===== src/rtl/rv_pkg.sv =====
// Shared RV32I constants for the PC/next-PC logic: branch funct3 codes,
// PC unit state encoding and default vectors.
package rv_pkg;

  localparam logic [2:0] BR_BEQ  = 3'b000;
  localparam logic [2:0] BR_BNE  = 3'b001;
  localparam logic [2:0] BR_BLT  = 3'b100;
  localparam logic [2:0] BR_BGE  = 3'b101;
  localparam logic [2:0] BR_BLTU = 3'b110;
  localparam logic [2:0] BR_BGEU = 3'b111;

  localparam logic [31:0] DEF_RESET_VECTOR = 32'h0000_0000;
  localparam logic [31:0] DEF_TRAP_VECTOR  = 32'h0000_0100;

  typedef enum logic {
    PCS_RUN  = 1'b0,
    PCS_TRAP = 1'b1
  } pc_state_t;

endpackage


===== src/rtl/pc_next_unit_if.sv =====
// Bundle between the datapath (master) and the PC unit (slave): request
// inputs and ALU flags in, PC / redirect status out.
interface pc_next_unit_if #(
  parameter int XLEN  = 32,
  parameter int CNT_W = 16
);

  logic             stall;
  logic             branch;
  logic [2:0]       branch_op;
  logic             jump;
  logic             jump_reg;
  logic             alu_zero;
  logic             alu_lt;
  logic             alu_ltu;
  logic [XLEN-1:0]  imm;
  logic [XLEN-1:0]  rs1_val;
  logic [XLEN-1:0]  pc;
  logic [XLEN-1:0]  pc_plus4;
  logic             taken;
  logic             flush;
  logic             misaligned;
  logic [CNT_W-1:0] taken_count;

  modport master (
    output stall, branch, branch_op, jump, jump_reg,
           alu_zero, alu_lt, alu_ltu, imm, rs1_val,
    input  pc, pc_plus4, taken, flush, misaligned, taken_count
  );

  modport slave (
    input  stall, branch, branch_op, jump, jump_reg,
           alu_zero, alu_lt, alu_ltu, imm, rs1_val,
    output pc, pc_plus4, taken, flush, misaligned, taken_count
  );

endinterface


===== src/rtl/pc_next_unit_branch_cond.sv =====
// Combinational branch condition from funct3 and comparator flags.
// Reserved encodings (010, 011) evaluate as not-taken.
module branch_cond
  import rv_pkg::*;
(
  input  logic [2:0] branch_op,
  input  logic       alu_zero,
  input  logic       alu_lt,
  input  logic       alu_ltu,
  output logic       cond
);

  always_comb begin
    cond = 1'b0;
    case (branch_op)
      BR_BEQ:  cond = alu_zero;
      BR_BNE:  cond = ~alu_zero;
      BR_BLT:  cond = alu_lt;
      BR_BGE:  cond = ~alu_lt;
      BR_BLTU: cond = alu_ltu;
      BR_BGEU: cond = ~alu_ltu;
      default: cond = 1'b0;
    endcase
  end

endmodule


===== src/rtl/pc_next_unit.sv =====
// Program-counter unit: owns the PC, resolves branch/jal/jalr redirects,
// traps misaligned targets for one cycle and counts taken redirects.
module pc_next_unit
  import rv_pkg::*;
#(
  parameter int              XLEN             = 32,
  parameter logic [XLEN-1:0] RESET_VECTOR     = XLEN'(DEF_RESET_VECTOR),
  parameter logic [XLEN-1:0] TRAP_VECTOR      = XLEN'(DEF_TRAP_VECTOR),
  parameter int              ALLOW_COMPRESSED = 0,
  parameter int              CNT_W            = 16
) (
  input  logic             clk,
  input  logic             rst,
  pc_next_unit_if.slave    bus
);

  pc_state_t        state_reg;
  logic [XLEN-1:0]  pc_reg;
  logic             flush_reg;
  logic             misaligned_reg;
  logic [CNT_W-1:0] taken_count_reg;

  logic             cond;
  logic             br_taken;
  logic             taken_next;
  logic [XLEN-1:0]  jalr_sum;
  logic [XLEN-1:0]  tgt_next;
  logic             mis_next;

  branch_cond u_branch_cond (
    .branch_op (bus.branch_op),
    .alu_zero  (bus.alu_zero),
    .alu_lt    (bus.alu_lt),
    .alu_ltu   (bus.alu_ltu),
    .cond      (cond)
  );

  assign br_taken   = bus.branch & cond;
  // Requests are ignored entirely while the trap cycle is in progress.
  assign taken_next = (state_reg == PCS_RUN) & ~bus.stall &
                      (bus.jump_reg | bus.jump | br_taken);

  assign jalr_sum = bus.rs1_val + bus.imm;
  assign tgt_next = bus.jump_reg ? (jalr_sum & ~XLEN'(1)) : (pc_reg + bus.imm);

  assign mis_next = taken_next &
                    ((ALLOW_COMPRESSED != 0) ? tgt_next[0] : |tgt_next[1:0]);

  always_ff @(posedge clk) begin
    if (rst) begin
      state_reg       <= PCS_RUN;
      pc_reg          <= RESET_VECTOR;
      flush_reg       <= 1'b0;
      misaligned_reg  <= 1'b0;
      taken_count_reg <= '0;
    end else begin
      flush_reg      <= 1'b0;
      misaligned_reg <= 1'b0;
      case (state_reg)
        PCS_RUN: begin
          if (bus.stall) begin
            pc_reg <= pc_reg;
          end else if (mis_next) begin
            pc_reg         <= TRAP_VECTOR;
            flush_reg      <= 1'b1;
            misaligned_reg <= 1'b1;
            state_reg      <= PCS_TRAP;
          end else if (taken_next) begin
            pc_reg    <= tgt_next;
            flush_reg <= 1'b1;
            if (taken_count_reg != '1) begin
              taken_count_reg <= taken_count_reg + CNT_W'(1);
            end
          end else begin
            pc_reg <= pc_reg + XLEN'(4);
          end
        end
        PCS_TRAP: begin
          if (!bus.stall) begin
            pc_reg    <= TRAP_VECTOR + XLEN'(4);
            state_reg <= PCS_RUN;
          end
        end
        default: state_reg <= PCS_RUN;
      endcase
    end
  end

  assign bus.pc          = pc_reg;
  assign bus.pc_plus4    = pc_reg + XLEN'(4);
  assign bus.taken       = taken_next;
  assign bus.flush       = flush_reg;
  assign bus.misaligned  = misaligned_reg;
  assign bus.taken_count = taken_count_reg;

endmodule


===== src/flat_wrapper.sv =====
// flat-port wrapper written by rule: the top's interface ports become plain ports
module pc_next_unit_flat import rv_pkg::*;
#(
  parameter int              XLEN             = 32,
  parameter logic [XLEN-1:0] RESET_VECTOR     = XLEN'(DEF_RESET_VECTOR),
  parameter logic [XLEN-1:0] TRAP_VECTOR      = XLEN'(DEF_TRAP_VECTOR),
  parameter int              ALLOW_COMPRESSED = 0,
  parameter int              CNT_W            = 16
)
  (clk, rst, bus_stall, bus_branch, bus_branch_op, bus_jump, bus_jump_reg, bus_alu_zero, bus_alu_lt, bus_alu_ltu, bus_imm, bus_rs1_val, bus_pc, bus_pc_plus4, bus_taken, bus_flush, bus_misaligned, bus_taken_count);
  pc_next_unit_if #(.XLEN(XLEN), .CNT_W(CNT_W)) bus_i ();
  input  logic clk;
  input  logic rst;
  input wire logic [$bits(bus_i.stall)-1:0] bus_stall;
  input wire logic [$bits(bus_i.branch)-1:0] bus_branch;
  input wire logic [$bits(bus_i.branch_op)-1:0] bus_branch_op;
  input wire logic [$bits(bus_i.jump)-1:0] bus_jump;
  input wire logic [$bits(bus_i.jump_reg)-1:0] bus_jump_reg;
  input wire logic [$bits(bus_i.alu_zero)-1:0] bus_alu_zero;
  input wire logic [$bits(bus_i.alu_lt)-1:0] bus_alu_lt;
  input wire logic [$bits(bus_i.alu_ltu)-1:0] bus_alu_ltu;
  input wire logic [$bits(bus_i.imm)-1:0] bus_imm;
  input wire logic [$bits(bus_i.rs1_val)-1:0] bus_rs1_val;
  output wire logic [$bits(bus_i.pc)-1:0] bus_pc;
  output wire logic [$bits(bus_i.pc_plus4)-1:0] bus_pc_plus4;
  output wire logic [$bits(bus_i.taken)-1:0] bus_taken;
  output wire logic [$bits(bus_i.flush)-1:0] bus_flush;
  output wire logic [$bits(bus_i.misaligned)-1:0] bus_misaligned;
  output wire logic [$bits(bus_i.taken_count)-1:0] bus_taken_count;
  assign bus_i.stall = bus_stall;
  assign bus_i.branch = bus_branch;
  assign bus_i.branch_op = bus_branch_op;
  assign bus_i.jump = bus_jump;
  assign bus_i.jump_reg = bus_jump_reg;
  assign bus_i.alu_zero = bus_alu_zero;
  assign bus_i.alu_lt = bus_alu_lt;
  assign bus_i.alu_ltu = bus_alu_ltu;
  assign bus_i.imm = bus_imm;
  assign bus_i.rs1_val = bus_rs1_val;
  assign bus_pc = bus_i.pc;
  assign bus_pc_plus4 = bus_i.pc_plus4;
  assign bus_taken = bus_i.taken;
  assign bus_flush = bus_i.flush;
  assign bus_misaligned = bus_i.misaligned;
  assign bus_taken_count = bus_i.taken_count;
  pc_next_unit #(.XLEN(XLEN), .RESET_VECTOR(RESET_VECTOR), .TRAP_VECTOR(TRAP_VECTOR), .ALLOW_COMPRESSED(ALLOW_COMPRESSED), .CNT_W(CNT_W)) u_core (.clk(clk), .rst(rst), .bus(bus_i));
endmodule

===== config.mk =====
export PLATFORM = sky130hd
export DESIGN_NAME = pc_next_unit_flat
export DESIGN_NICKNAME = d
export VERILOG_FILES = /design/src/rtl/rv_pkg.sv /design/src/rtl/pc_next_unit_if.sv /design/src/rtl/pc_next_unit_branch_cond.sv /design/src/rtl/pc_next_unit.sv /design/src/flat_wrapper.sv
export SDC_FILE = /design/constraint.sdc
export NUM_CORES = 1
export LEC_CHECK = 0
export ABC_CLOCK_PERIOD_IN_PS = 4700
export CORE_MARGIN = 5
export CORE_UTILIZATION = 35
export DETAILED_ROUTE_END_ITERATION = 8
export GPL_TIMING_DRIVEN = 1
export MAX_ROUTING_LAYER = met4
export SKIP_LAST_GASP = 1
export SLEW_MARGIN = 25
export SYNTH_ARGS = -nofsm -noshare
export SYNTH_HDL_FRONTEND = slang
export SYNTH_SLANG_ARGS = --single-unit

===== constraint.sdc =====
create_clock -name clk -period 4.7 [get_ports clk]
set_input_delay 0.705 -clock clk [delete_from_list [all_inputs] [get_ports clk]]
set_output_delay 0.705 -clock clk [all_outputs]
set_load 0.1 [all_outputs]

==> metrics.csv, run 1 <==
stage,metric,value,unit
status,status,completed,
hold_path,Hold Path End,u_core.bus.taken_count[14],
power_and_ir_drop,net switching power,1060,uW
worst_setup_path,worst-case reg-to-reg path depth,12,
sta,Slew headroom,0.316,
finish,# diodes,0,
yosys,Syn Nets,1000,
sta,RSZ-0062 raised after global routing,false,
worst_setup_path,Max stage delay on crit path,0.56,ns
yosys,"FFs w/ async S/R, synth",0,
worst_setup_path,crit-path leading delay family,simple AND/OR/NAND/NOR gates,
worst_setup_path,crit path DAT,3.25,ns
drt,final WL,22600,um
clock_tree,later-pin clock latency in the skew report,0.30,ns
die,row cnt,49,
placement,post-placement cell area,8240,um^2
global_routing,GRT Overall Usage,0.208,
worst_setup_path,origin of the worst setup path,u_core.bus.pc[2],
worst_setup_path,most frequent CP cell,buf_4,
drt,Pre-antenna DRT Iters,5,
yosys,Syn Area/Cell,7.57,um^2
sta,final setup fails,0,
worst_setup_path,Reg2Reg Setup Slack,1.55,ns
worst_setup_path,"Req. time, crit path",3.99,ns
clock_tree,setup bufs post-CTS,0,
run,max cap viols,0,
power_and_ir_drop,sw frac,0.498,
global_routing,first-pass GRT wire length,35700,um
worst_setup_path,worst-path cell chain,ha_1 > buf_4 > nand4_1 > nor3_1 > nand2_1 > nor2_1 > xor2_1 > buf_4,
drt,per-cell routed wire length,18.3,um
sta,hold slack,0.539,ns
drt,Initial DRC Count,482,
yosys,Synth top area share,0.157,
clock_tree,TritonCTS Buffers,5,
yosys,count of cell types in the netlist,82,
worst_setup_path,CP max stage cell,nor3_1,
sta,max-slew violation count,0,
global_routing,largest net degree at the start of global routing,40,
worst_setup_path,WP buf/inv,2,
placement,Final HPWL DP,18200,um
drt,Vias,6935,
finish,Area Growth Syn to Fin,29.0,%
clock_tree,"Clk pin slew, worst setup/hold paths",0.08,ns
sta,clk_skew,0.00758,ns
drt,vias per inst,5.63,
die,core footprint,18100,um^2
yosys,"flops & latches, synth",51,
die,Die Width,146,um
sta,Final min period,3.95,ns
worst_setup_path,RR Endpoint,u_core.bus.pc[30],
clock_tree,clk root buf,clkbuf_16,
worst_setup_path,Startpoint Class,flop,
drt,drt drc,0,
hold_path,Hold Path Depth,2,
hold_path,hold crit path type,flop to flop,
drt,Final ANT Viol Nets,0,
clock_tree,clock tree from TritonCTS,built,
power_and_ir_drop,leak pwr,0.00343,uW
worst_setup_path,Critical Path End Type,output pin,
die,Ports,159,
finish,Nets,1142,
sta,setup TNS,0,ns
global_routing,antenna violations before repair,0,
worst_setup_path,RR Startpoint,u_core.bus.pc[0],
global_routing,vias in the first global route,6831,
hold_path,hold_sp,u_core.bus.taken_count[14],
finish,fin cells,1231,
yosys,YS warnings,0,
die,Die H,146,um
die,initial core utilization,0.358,
power_and_ir_drop,internal power,1070,uW
sta,Final period util,0.841,
yosys,most common library cells after synthesis,"80 x nor2_1, 77 x a21oi_1, 75 x nand2_1",
sta,Fin. Hold Viols,0,
finish,final instance area,8390,um^2
yosys,Cells after Synth,859,
sta,Worst Tran Pin Value,1.02,ns
placement,# port buffers,158,
yosys,top_reg_cell synth,dfxtp_1,
clock_tree,# hold bufs at CTS,0,
placement,Post-Place Cells,1223,
clock_tree,Sink Count,51,
worst_setup_path,critical path type,flop to output pin,
die,die area,21400,um^2
power_and_ir_drop,PD cells,253,nW/um^2
power_and_ir_drop,Total Power,2120,uW
clock_tree,Max Root-Sink Buffers,2,
sta,Fmax,0.253,GHz
yosys,"Seq/Total Area, Yosys",0.157,
power_and_ir_drop,Clock power frac,0.190,
power_and_ir_drop,combinational fraction of design power,0.566,
clock_tree,H-tree Lvls,2,
finish,share of cells above drive strength 1,0.0818,
worst_setup_path,critical path peak fanout,9,
yosys,top-count cell post-synth,nor2_1,
placement,RD Place Congestion,0.928,
yosys,mapped cell area,6500,um^2
power_and_ir_drop,worst vdd ir,0.146,mV
yosys,synth top area cells,"dfxtp_1 16%, ha_1 12%, xor2_1 6.7%",
clock_tree,post-cts resize count,0,
yosys,Post-synth EDFFs,0,
finish,Largest register FFs,32,
global_routing,total gr overflow,0,
yosys,largest area contributor in the netlist,dfxtp_1,
power_and_ir_drop,Flop pwr share,0.245,
[layout make-up]
type	instances	area, um^2
sequential	51	1020
fill	1835	9760
clock buffer	5	125
tap	229	287
clock inverter	3	27.5
timing repair buffer	167	1600
multi-input combinational	755	5250
inverter	21	78.8
[cells by family after synthesis]
family | synth area share
compound gates | 0.310
xor+xnor | 0.125
fa+ha+maj | 0.127
buf+inv | 0.0364
flops | 0.157
mux | 0.00943
simple gates | 0.234
[power by group through the flow]
stage                     clock (uW)  combinational [uW]  sequential [uW]
after CTS                        411                1200              519
after global routing             425                1280              526
after global placement             0                1190              530
final                            403                1200              520
after floorplan                    0                 714              689
after detailed placement           0                1190              529
[through the flow]
stage	worst slack, ns	util
after floorplan	0.0544	-
after global placement	0.810	0.454
after detailed placement	0.740	0.454
after CTS	0.693	0.462
after global routing	0.472	0.462
final	0.746	0.462
[cells in the final DEF (no fill, tap or decap), drive strengths merged, types with 6 or more instances in the layout]
cell type and count:
a21o 31, dfxtp 51, o221ai 6, or3 6, nor3b 7, nand2 76
inv 23, and4 9, a21oi 79, nor2b 7, a31oi 10, xor2 50
nand3 33, a221oi 6, buf 32, and2 7, o21ai 56, xnor2 43
nor4 9, o211ai 12, and3 17, nand4 17, a22oi 9, clkdlybuf4s50 135
ha 63, nor2 82, o21a 7, a211oi 20, o21bai 9, nand2b 10
a31o 6, nor3 15
[routing by layer]
metal  vias to the layer above  GRT usage  share of wire
li1                       3502          -              -
met1                      3196      0.279           0.47
met2                       210      0.341           0.47
met3                        27     0.0192          0.045
met4                         0     0.0475          0.016
met5                         -          -              0
[tightest hold or removal path: stages (launching register included)]
cell	delay (ns)
dfxtp_1	0.36
xor2_1	0.08
nor2_1	0.07
[how the worst max path moves through the flow]
stage | to | slack (ns) | cells past startpoint
3_3_place_gp | u_core.bus.pc[30] | 0.81 | 13
3_5_place_dp | u_core.bus.pc[30] | 0.74 | 13
5_1_grt | bus_pc_plus4[28] | 0.47 | 8
2_1_floorplan | bus_pc_plus4[22] | 0.05 | 5
6_report | bus_pc_plus4[28] | 0.75 | 8
4_1_cts | bus_pc_plus4[28] | 0.69 | 8
(Power assumes the default switching activity.)
==> inputs of run 2 (changes only) <==
--- a/config.mk
+++ b/config.mk
@@ -5,7 +5,7 @@
 export SDC_FILE = /design/constraint.sdc
 export NUM_CORES = 1
 export LEC_CHECK = 0
-export ABC_CLOCK_PERIOD_IN_PS = 4700
+export ABC_CLOCK_PERIOD_IN_PS = 4150
 export CORE_MARGIN = 5
 export CORE_UTILIZATION = 35
 export DETAILED_ROUTE_END_ITERATION = 8
==> constraint.sdc (replaced) <==
create_clock -name clk -period 4.15 [get_ports clk]
set_input_delay 0.6225 -clock clk [delete_from_list [all_inputs] [get_ports clk]]
set_output_delay 0.6225 -clock clk [all_outputs]
set_load 0.1 [all_outputs]
==> run 2 against run 1 <==
  * Cell area grew 2.4%
  * Worst setup slack got worse by 0.14 ns
  * Hold slack worse by 0.017 ns
  * Utilization rose by 1.1 points
  * Clock skew up 0.0018 ns
  * Sequential power up 14%
  * Register-to-register slack got worse by 0.51 ns
  * Power increased by 15%
  * Largest cell class unchanged
==> metrics.csv, run 2 (same netlist as run 1, synthesis figures left out) <==
stage,metric,value,unit,change
drt,Vias,6997,,+0.89%
die,die area,21400,um^2,unchanged
power_and_ir_drop,combinational fraction of design power,0.569,,+0.003
drt,drt drc,0,,unchanged
worst_setup_path,critical path peak fanout,7,,-2
finish,"commonest non-fill, non-tap cell in the layout",clkdlybuf4s50_1,,
worst_setup_path,critical path type,flop to output pin,,
hold_path,Hold Path Depth,1,,-1
global_routing,total gr overflow,0,,unchanged
drt,per-cell routed wire length,18.6,um,+1.5%
die,Ports,159,,unchanged
clock_tree,setup bufs post-CTS,0,,unchanged
sta,Worst Tran Pin Value,1.00,ns,-0.0215 ns
power_and_ir_drop,PD cells,284,nW/um^2,+12%
placement,# port buffers,158,,unchanged
power_and_ir_drop,sw frac,0.499,,+0.000875
worst_setup_path,Critical Path End Type,output pin,,
drt,vias per inst,5.65,,+0.24%
finish,share of cells above drive strength 1,0.108,,+0.0261
clock_tree,TritonCTS Buffers,5,,unchanged
worst_setup_path,"Req. time, crit path",3.53,ns,-0.46 ns
power_and_ir_drop,Clock power frac,0.188,,-0.002
clock_tree,later-pin clock latency in the skew report,0.31,ns,about the same
die,core footprint,18100,um^2,unchanged
clock_tree,clk root buf,clkbuf_16,,
sta,Final min period,3.55,ns,
die,initial core utilization,0.358,,unchanged
power_and_ir_drop,worst vdd ir,0.158,mV,+8.7%
status,status,completed,,
global_routing,first-pass GRT wire length,36500,um,+2.3%
clock_tree,Max Root-Sink Buffers,2,,unchanged
hold_path,hold crit path type,flop to flop,,
worst_setup_path,Startpoint Class,flop,,
clock_tree,Sink Count,51,,unchanged
placement,Final HPWL DP,18700,um,+2.9%
power_and_ir_drop,internal power,1220,uW,+15%
sta,max-slew violation count,0,,unchanged
global_routing,GRT Overall Usage,0.215,,+0.00666
global_routing,antenna violations before repair,0,,unchanged
worst_setup_path,RR Startpoint,u_core.bus.pc[0],,
finish,Nets,1150,,+0.70%
die,Die Width,146,um,unchanged
finish,"commonest non-fill, non-tap cells in the layout","131 x clkdlybuf4s50_1, 80 x nor2_1, 77 x a21oi_1, 75 x nand2_1, 63 x ha_1",,
sta,Final period util,0.855,,
sta,Slew headroom,0.331,,+0.0144
power_and_ir_drop,Flop pwr share,0.243,,-0.002
worst_setup_path,worst-case reg-to-reg path depth,12,,unchanged
clock_tree,clock tree from TritonCTS,built,,
die,Die H,146,um,unchanged
sta,final setup fails,0,,unchanged
sta,setup TNS,0,ns,unchanged
clock_tree,post-cts resize count,0,,unchanged
clock_tree,# hold bufs at CTS,0,,unchanged
clock_tree,H-tree Lvls,2,,unchanged
drt,Initial DRC Count,507,,+5.2%
sta,setup ws final,0.602,ns,-0.144 ns
drt,Pre-antenna DRT Iters,7,,+2
worst_setup_path,RR Endpoint,u_core.bus.pc[30],,
drt,Final ANT Viol Nets,0,,unchanged
sta,Fmax,0.282,GHz,
power_and_ir_drop,leak pwr,0.00355,uW,+3.4%
global_routing,vias in the first global route,6834,,+0.044%
finish,Fillers,1828,,-0.38%
finish,Area Growth Syn to Fin,32.1,%,
placement,pre-CTS setup slack,0.298,ns,-0.441 ns
drt,final WL,23100,um,+2.1%
power_and_ir_drop,net switching power,1220,uW,+15%
hold_path,hold_sp,u_core.bus.pc[0],,
finish,Largest register FFs,32,,unchanged
global_routing,largest net degree at the start of global routing,39,,-2.5%
placement,RD Place Congestion,0.947,,+2.1%
worst_setup_path,Reg2Reg Setup Slack,1.04,ns,-0.51 ns
die,row cnt,49,,unchanged
run,max cap viols,0,,unchanged
sta,clk_skew,0.00941,ns,+0.00183 ns
clock_tree,"Clk pin slew, worst setup/hold paths",0.08,ns,about the same
sta,Fin. Hold Viols,0,,unchanged
sta,RSZ-0062 raised after global routing,false,,
finish,# diodes,0,,unchanged
worst_setup_path,crit path DAT,2.93,ns,-0.32 ns
hold_path,Hold Path End,u_core.bus.pc[0],,
run 2: cell types whose count changed in the layout (fill, tap and decap cells not counted):
| cell | change |
|---|---|
| buf_4 | +9 |
| xor2_2 | +8 |
| buf_12 | +3 |
| xnor2_2 | +7 |
| xnor2_1 | -7 |
| xor2_1 | -8 |
| clkdlybuf4s50_1 | -4 |
run 2: per-layer routing:
layer / track usage / wire (um)
met4: 0.0419 / 338
met5: - / 0
met3: 0.0263 / 1210
met1: 0.295 / 10800
met2: 0.343 / 10700
run 2: cell type report:
class | instances | area (um^2) | share of cell area
Multi-Input combinational cell | 755 | 5360 | 0.624
Timing Repair Buffer | 175 | 1690 | 0.197
Sequential cell | 51 | 1020 | 0.119
Tap cell | 229 | 287 | 0.0334
Clock buffer | 5 | 125 | 0.0146
Inverter | 21 | 78.8 | 0.00918
Clock inverter | 3 | 27.5 | 0.00321
run 2: critical path, stage by stage (launching register included):
cell and delay [ns]:
dfxtp_1 0.45, and3_1 0.32, nand4_2 0.19, nor4_4 0.56, nand3_1 0.36, nor2_1 0.28
xor2_2 0.15, buf_4 0.30
run 2: worst max-delay path by stage:
stage	depth (start not counted)	endpoint	from
floorplan	5	bus_pc_plus4[12]	u_core.bus.pc[2]
global placement	13	u_core.bus.pc[30]	bus_imm[0]
detailed placement	13	u_core.bus.pc[30]	bus_imm[0]
CTS	13	u_core.bus.pc[30]	bus_imm[0]
global route	8	bus_pc_plus4[23]	u_core.bus.pc[4]
finish	7	bus_pc_plus4[23]	u_core.bus.pc[5]
run 2: through the flow:
step	util	hold slack, ns	power, uW	cell area [um^2]	std cells
6_report	0.473	0.522	2440	8590	1239
5_1_grt	0.473	0.549	2570	8590	1239
4_1_cts	0.473	0.526	2450	8590	1239
3_5_place_dp	0.465	0.512	1980	8440	1231
3_3_place_gp	0.465	0.517	1980	8440	1231
2_1_floorplan	-	0.648	1600	6620	859
run 2: power groups by stage:
stage | Sequential, uW | Clock, uW | Combinational [uW]
after floorplan | 785 | 0 | 815
after global placement | 603 | 0 | 1380
after detailed placement | 602 | 0 | 1380
after CTS | 590 | 469 | 1390
after global routing | 597 | 491 | 1480
final | 592 | 459 | 1390
==> inputs of run 3 (changes only) <==
--- a/config.mk
+++ b/config.mk
@@ -5,9 +5,10 @@
 export SDC_FILE = /design/constraint.sdc
 export NUM_CORES = 1
 export LEC_CHECK = 0
-export ABC_CLOCK_PERIOD_IN_PS = 4150
+export ABC_CLOCK_PERIOD_IN_PS = 3100
 export CORE_MARGIN = 5
 export CORE_UTILIZATION = 35
+export CTS_CLUSTER_DIAMETER = 30
 export DETAILED_ROUTE_END_ITERATION = 8
 export GPL_TIMING_DRIVEN = 1
 export MAX_ROUTING_LAYER = met4
==> constraint.sdc (replaced) <==
create_clock -name clk -period 3.1 [get_ports clk]
set_input_delay 0.465 -clock clk [delete_from_list [all_inputs] [get_ports clk]]
set_output_delay 0.465 -clock clk [all_outputs]
set_load 0.1 [all_outputs]
==> run 3 against run 2 <==
  * Critical path depth is 6 higher
  * Clock skew is 0.00077 ns higher
  * Largest power group unchanged
  * Largest cell class unchanged
  * Sequential share of layout area is 1.1 points lower
  * Sequential power is 37% higher
==> metrics.csv, run 3 (same netlist as run 1, synthesis figures left out) <==
stage,metric,value,unit,change
clock_tree,clock tree from TritonCTS,built,,
clock_tree,clk root buf,clkbuf_16,,
finish,Fillers,1715,,-6.2%
worst_setup_path,RR Endpoint,u_core.bus.pc[28],,
die,Die H,146,um,unchanged
sta,final setup fails,0,,unchanged
worst_setup_path,Critical Path End Type,flop,,
run,max cap viols,0,,unchanged
global_routing,first-pass GRT wire length,38400,um,+5.2%
finish,Largest register FFs,32,,unchanged
drt,final WL,24300,um,+5.5%
drt,Vias,7500,,+7.2%
die,Ports,159,,unchanged
power_and_ir_drop,worst vdd ir,0.204,mV,+29%
worst_setup_path,worst-path cell chain,clkdlybuf4s50_1 > ha_1 > buf_4 > and3_2 > buf_4 > a311oi_2 > buf_4 > o31ai_4 > a31oi_2 > o21ai_2 > a311oi_2 > xor2_1 > o21ai_1,,
sta,RSZ-0062 raised after global routing,true,,
finish,final instance area,10100,um^2,+17%
worst_setup_path,WP buf/inv,4,,+3
global_routing,total gr overflow,0,,unchanged
sta,Fmax,0.329,GHz,
finish,Area Growth Syn to Fin,55.0,%,
worst_setup_path,"Req. time, crit path",3.30,ns,-0.23 ns
placement,RD Place Congestion,0.959,,+1.2%
die,die area,21400,um^2,unchanged
clock_tree,Sink Count,51,,unchanged
drt,per-cell routed wire length,17.8,um,-4.5%
drt,drt drc,0,,unchanged
worst_setup_path,worst-case reg-to-reg path depth,12,,unchanged
global_routing,vias in the first global route,7322,,+7.1%
hold_path,Hold Path Depth,2,,+1
clock_tree,# hold bufs at CTS,0,,unchanged
worst_setup_path,critical path type,input port to flop,,
sta,clk_skew,0.0102,ns,+0.000769 ns
finish,Nets,1280,,+11%
hold_path,Hold Path End,u_core.bus.pc[6],,
drt,vias per inst,5.48,,-3.0%
global_routing,antenna violations before repair,0,,unchanged
clock_tree,H-tree Lvls,2,,unchanged
worst_setup_path,crit path DAT,3.24,ns,+0.31 ns
drt,Pre-antenna DRT Iters,5,,-2
worst_setup_path,Startpoint Class,input port,,
power_and_ir_drop,PD cells,355,nW/um^2,+25%
sta,Final min period,3.04,ns,
sta,Slew headroom,0.622,,+0.292
finish,"commonest non-fill, non-tap cells in the layout","210 x buf_4, 77 x nor2_1, 76 x a21oi_1, 75 x nand2_1, 72 x clkdlybuf4s50_1",,
sta,max-slew violation count,0,,unchanged
placement,post-placement cell area,9700,um^2,+15%
die,row cnt,49,,unchanged
power_and_ir_drop,leak pwr,0.00444,uW,+25%
placement,# port buffers,158,,unchanged
placement,Final HPWL DP,20000,um,+6.8%
sta,setup TNS,0,ns,unchanged
clock_tree,TritonCTS Buffers,5,,unchanged
finish,"commonest non-fill, non-tap cell in the layout",buf_4,,
worst_setup_path,CP max stage cell,clkdlybuf4s50_1,,
worst_setup_path,crit-path leading delay family,compound AO/OA/AOI/OAI gates,,
sta,Worst Tran Pin Value,0.561,ns,-0.440 ns
global_routing,largest net degree at the start of global routing,25,,-36%
worst_setup_path,most frequent CP cell,buf_4,,
die,core footprint,18100,um^2,unchanged
finish,share of cells above drive strength 1,0.314,,+0.206
worst_setup_path,Max stage delay on crit path,0.42,ns,-0.14 ns
worst_setup_path,RR Startpoint,u_core.bus.pc[0],,
die,initial core utilization,0.358,,unchanged
worst_setup_path,Reg2Reg Setup Slack,0.34,ns,-0.70 ns
worst_setup_path,critical path peak fanout,5,,-2
clock_tree,later-pin clock latency in the skew report,0.31,ns,about the same
sta,Fin. Hold Viols,0,,unchanged
clock_tree,Max Root-Sink Buffers,2,,unchanged
global_routing,GRT Overall Usage,0.224,,+0.00949
drt,Initial DRC Count,439,,-13%
status,status,completed,,
clock_tree,"Clk pin slew, worst setup/hold paths",0.08,ns,about the same
hold_path,hold crit path type,flop to flop,,
sta,Final period util,0.980,,
finish,# diodes,0,,unchanged
die,Die Width,146,um,unchanged
drt,Final ANT Viol Nets,0,,unchanged
hold_path,hold_sp,u_core.bus.pc[6],,
[run 3: metrics by stage]
stage	total power [uW]	worst slack [ns]	cells	hold WS (ns)	util
floorplan	2170	0.00797	859	0.621	-
global placement	2900	-0.443	1357	0.499	0.534
detailed placement	2900	-0.492	1357	0.501	0.534
CTS	3530	-0.0519	1365	0.520	0.544
global route	3750	-0.0402	1369	0.536	0.555
finish	3580	0.0613	1369	0.517	0.555
[run 3: timing repair]
action,4_1_cts,5_1_grt
hold endpoints to repair,0,0
setup buffers,0,5
pin swaps,3,23
gates resized for setup,7,37
setup endpoints to repair,7,15
[run 3: area by class of cell]
| cell class | count | area [um^2] | area share |
|---|---|---|---|
| clock inverters | 3 | 26.3 | 0.00261 |
| well taps | 229 | 287 | 0.0284 |
| repair buffers | 305 | 2740 | 0.271 |
| multi-input cells | 755 | 5740 | 0.569 |
| clock buffers | 5 | 125 | 0.0124 |
| inverters | 21 | 82.6 | 0.00819 |
| flip-flops and latches | 51 | 1090 | 0.108 |
[run 3: worst max path at each step]
stage | startpoint | slack [ns] | end | depth (start not counted)
4_1_cts | bus_imm[0] | -0.05 | u_core.bus.pc[30] | 14
2_1_floorplan | u_core.bus.pc[2] | 0.008 | u_core.bus.pc[6] | 5
5_1_grt | bus_imm[13] | -0.04 | u_core.bus.pc[28] | 15
6_report | bus_imm[9] | 0.06 | u_core.bus.pc[30] | 13
3_3_place_gp | bus_imm[9] | -0.44 | u_core.bus.pc[30] | 11
3_5_place_dp | bus_imm[9] | -0.49 | u_core.bus.pc[30] | 11
[run 3: worst min-delay path, delay by kind of cell, from the launching register on]
| kind | cells | cell delay (ns) |
|---|---|---|
| simple gates | 1 | 0.06 |
| flops | 1 | 0.37 |
| compound gates | 1 | 0.05 |
[run 3: routing by layer]
metal  wire length [um]  global-route usage  vias to the layer above  share of wire
li1                   -                   -                     3763              -
met1              11400               0.309                     3502           0.47
met2              11400               0.356                      212           0.47
met3               1220              0.0291                       23          0.050
met4                333              0.0419                        0          0.014
met5                  0                   -                        -              0
[run 3: where the power goes]
| part | internal (uW) | switching, uW |
|---|---|---|
| combinational | 848 | 1300 |
| clock | 310 | 307 |
| sequential | 697 | 113 |
| total | 1860 | 1720 |
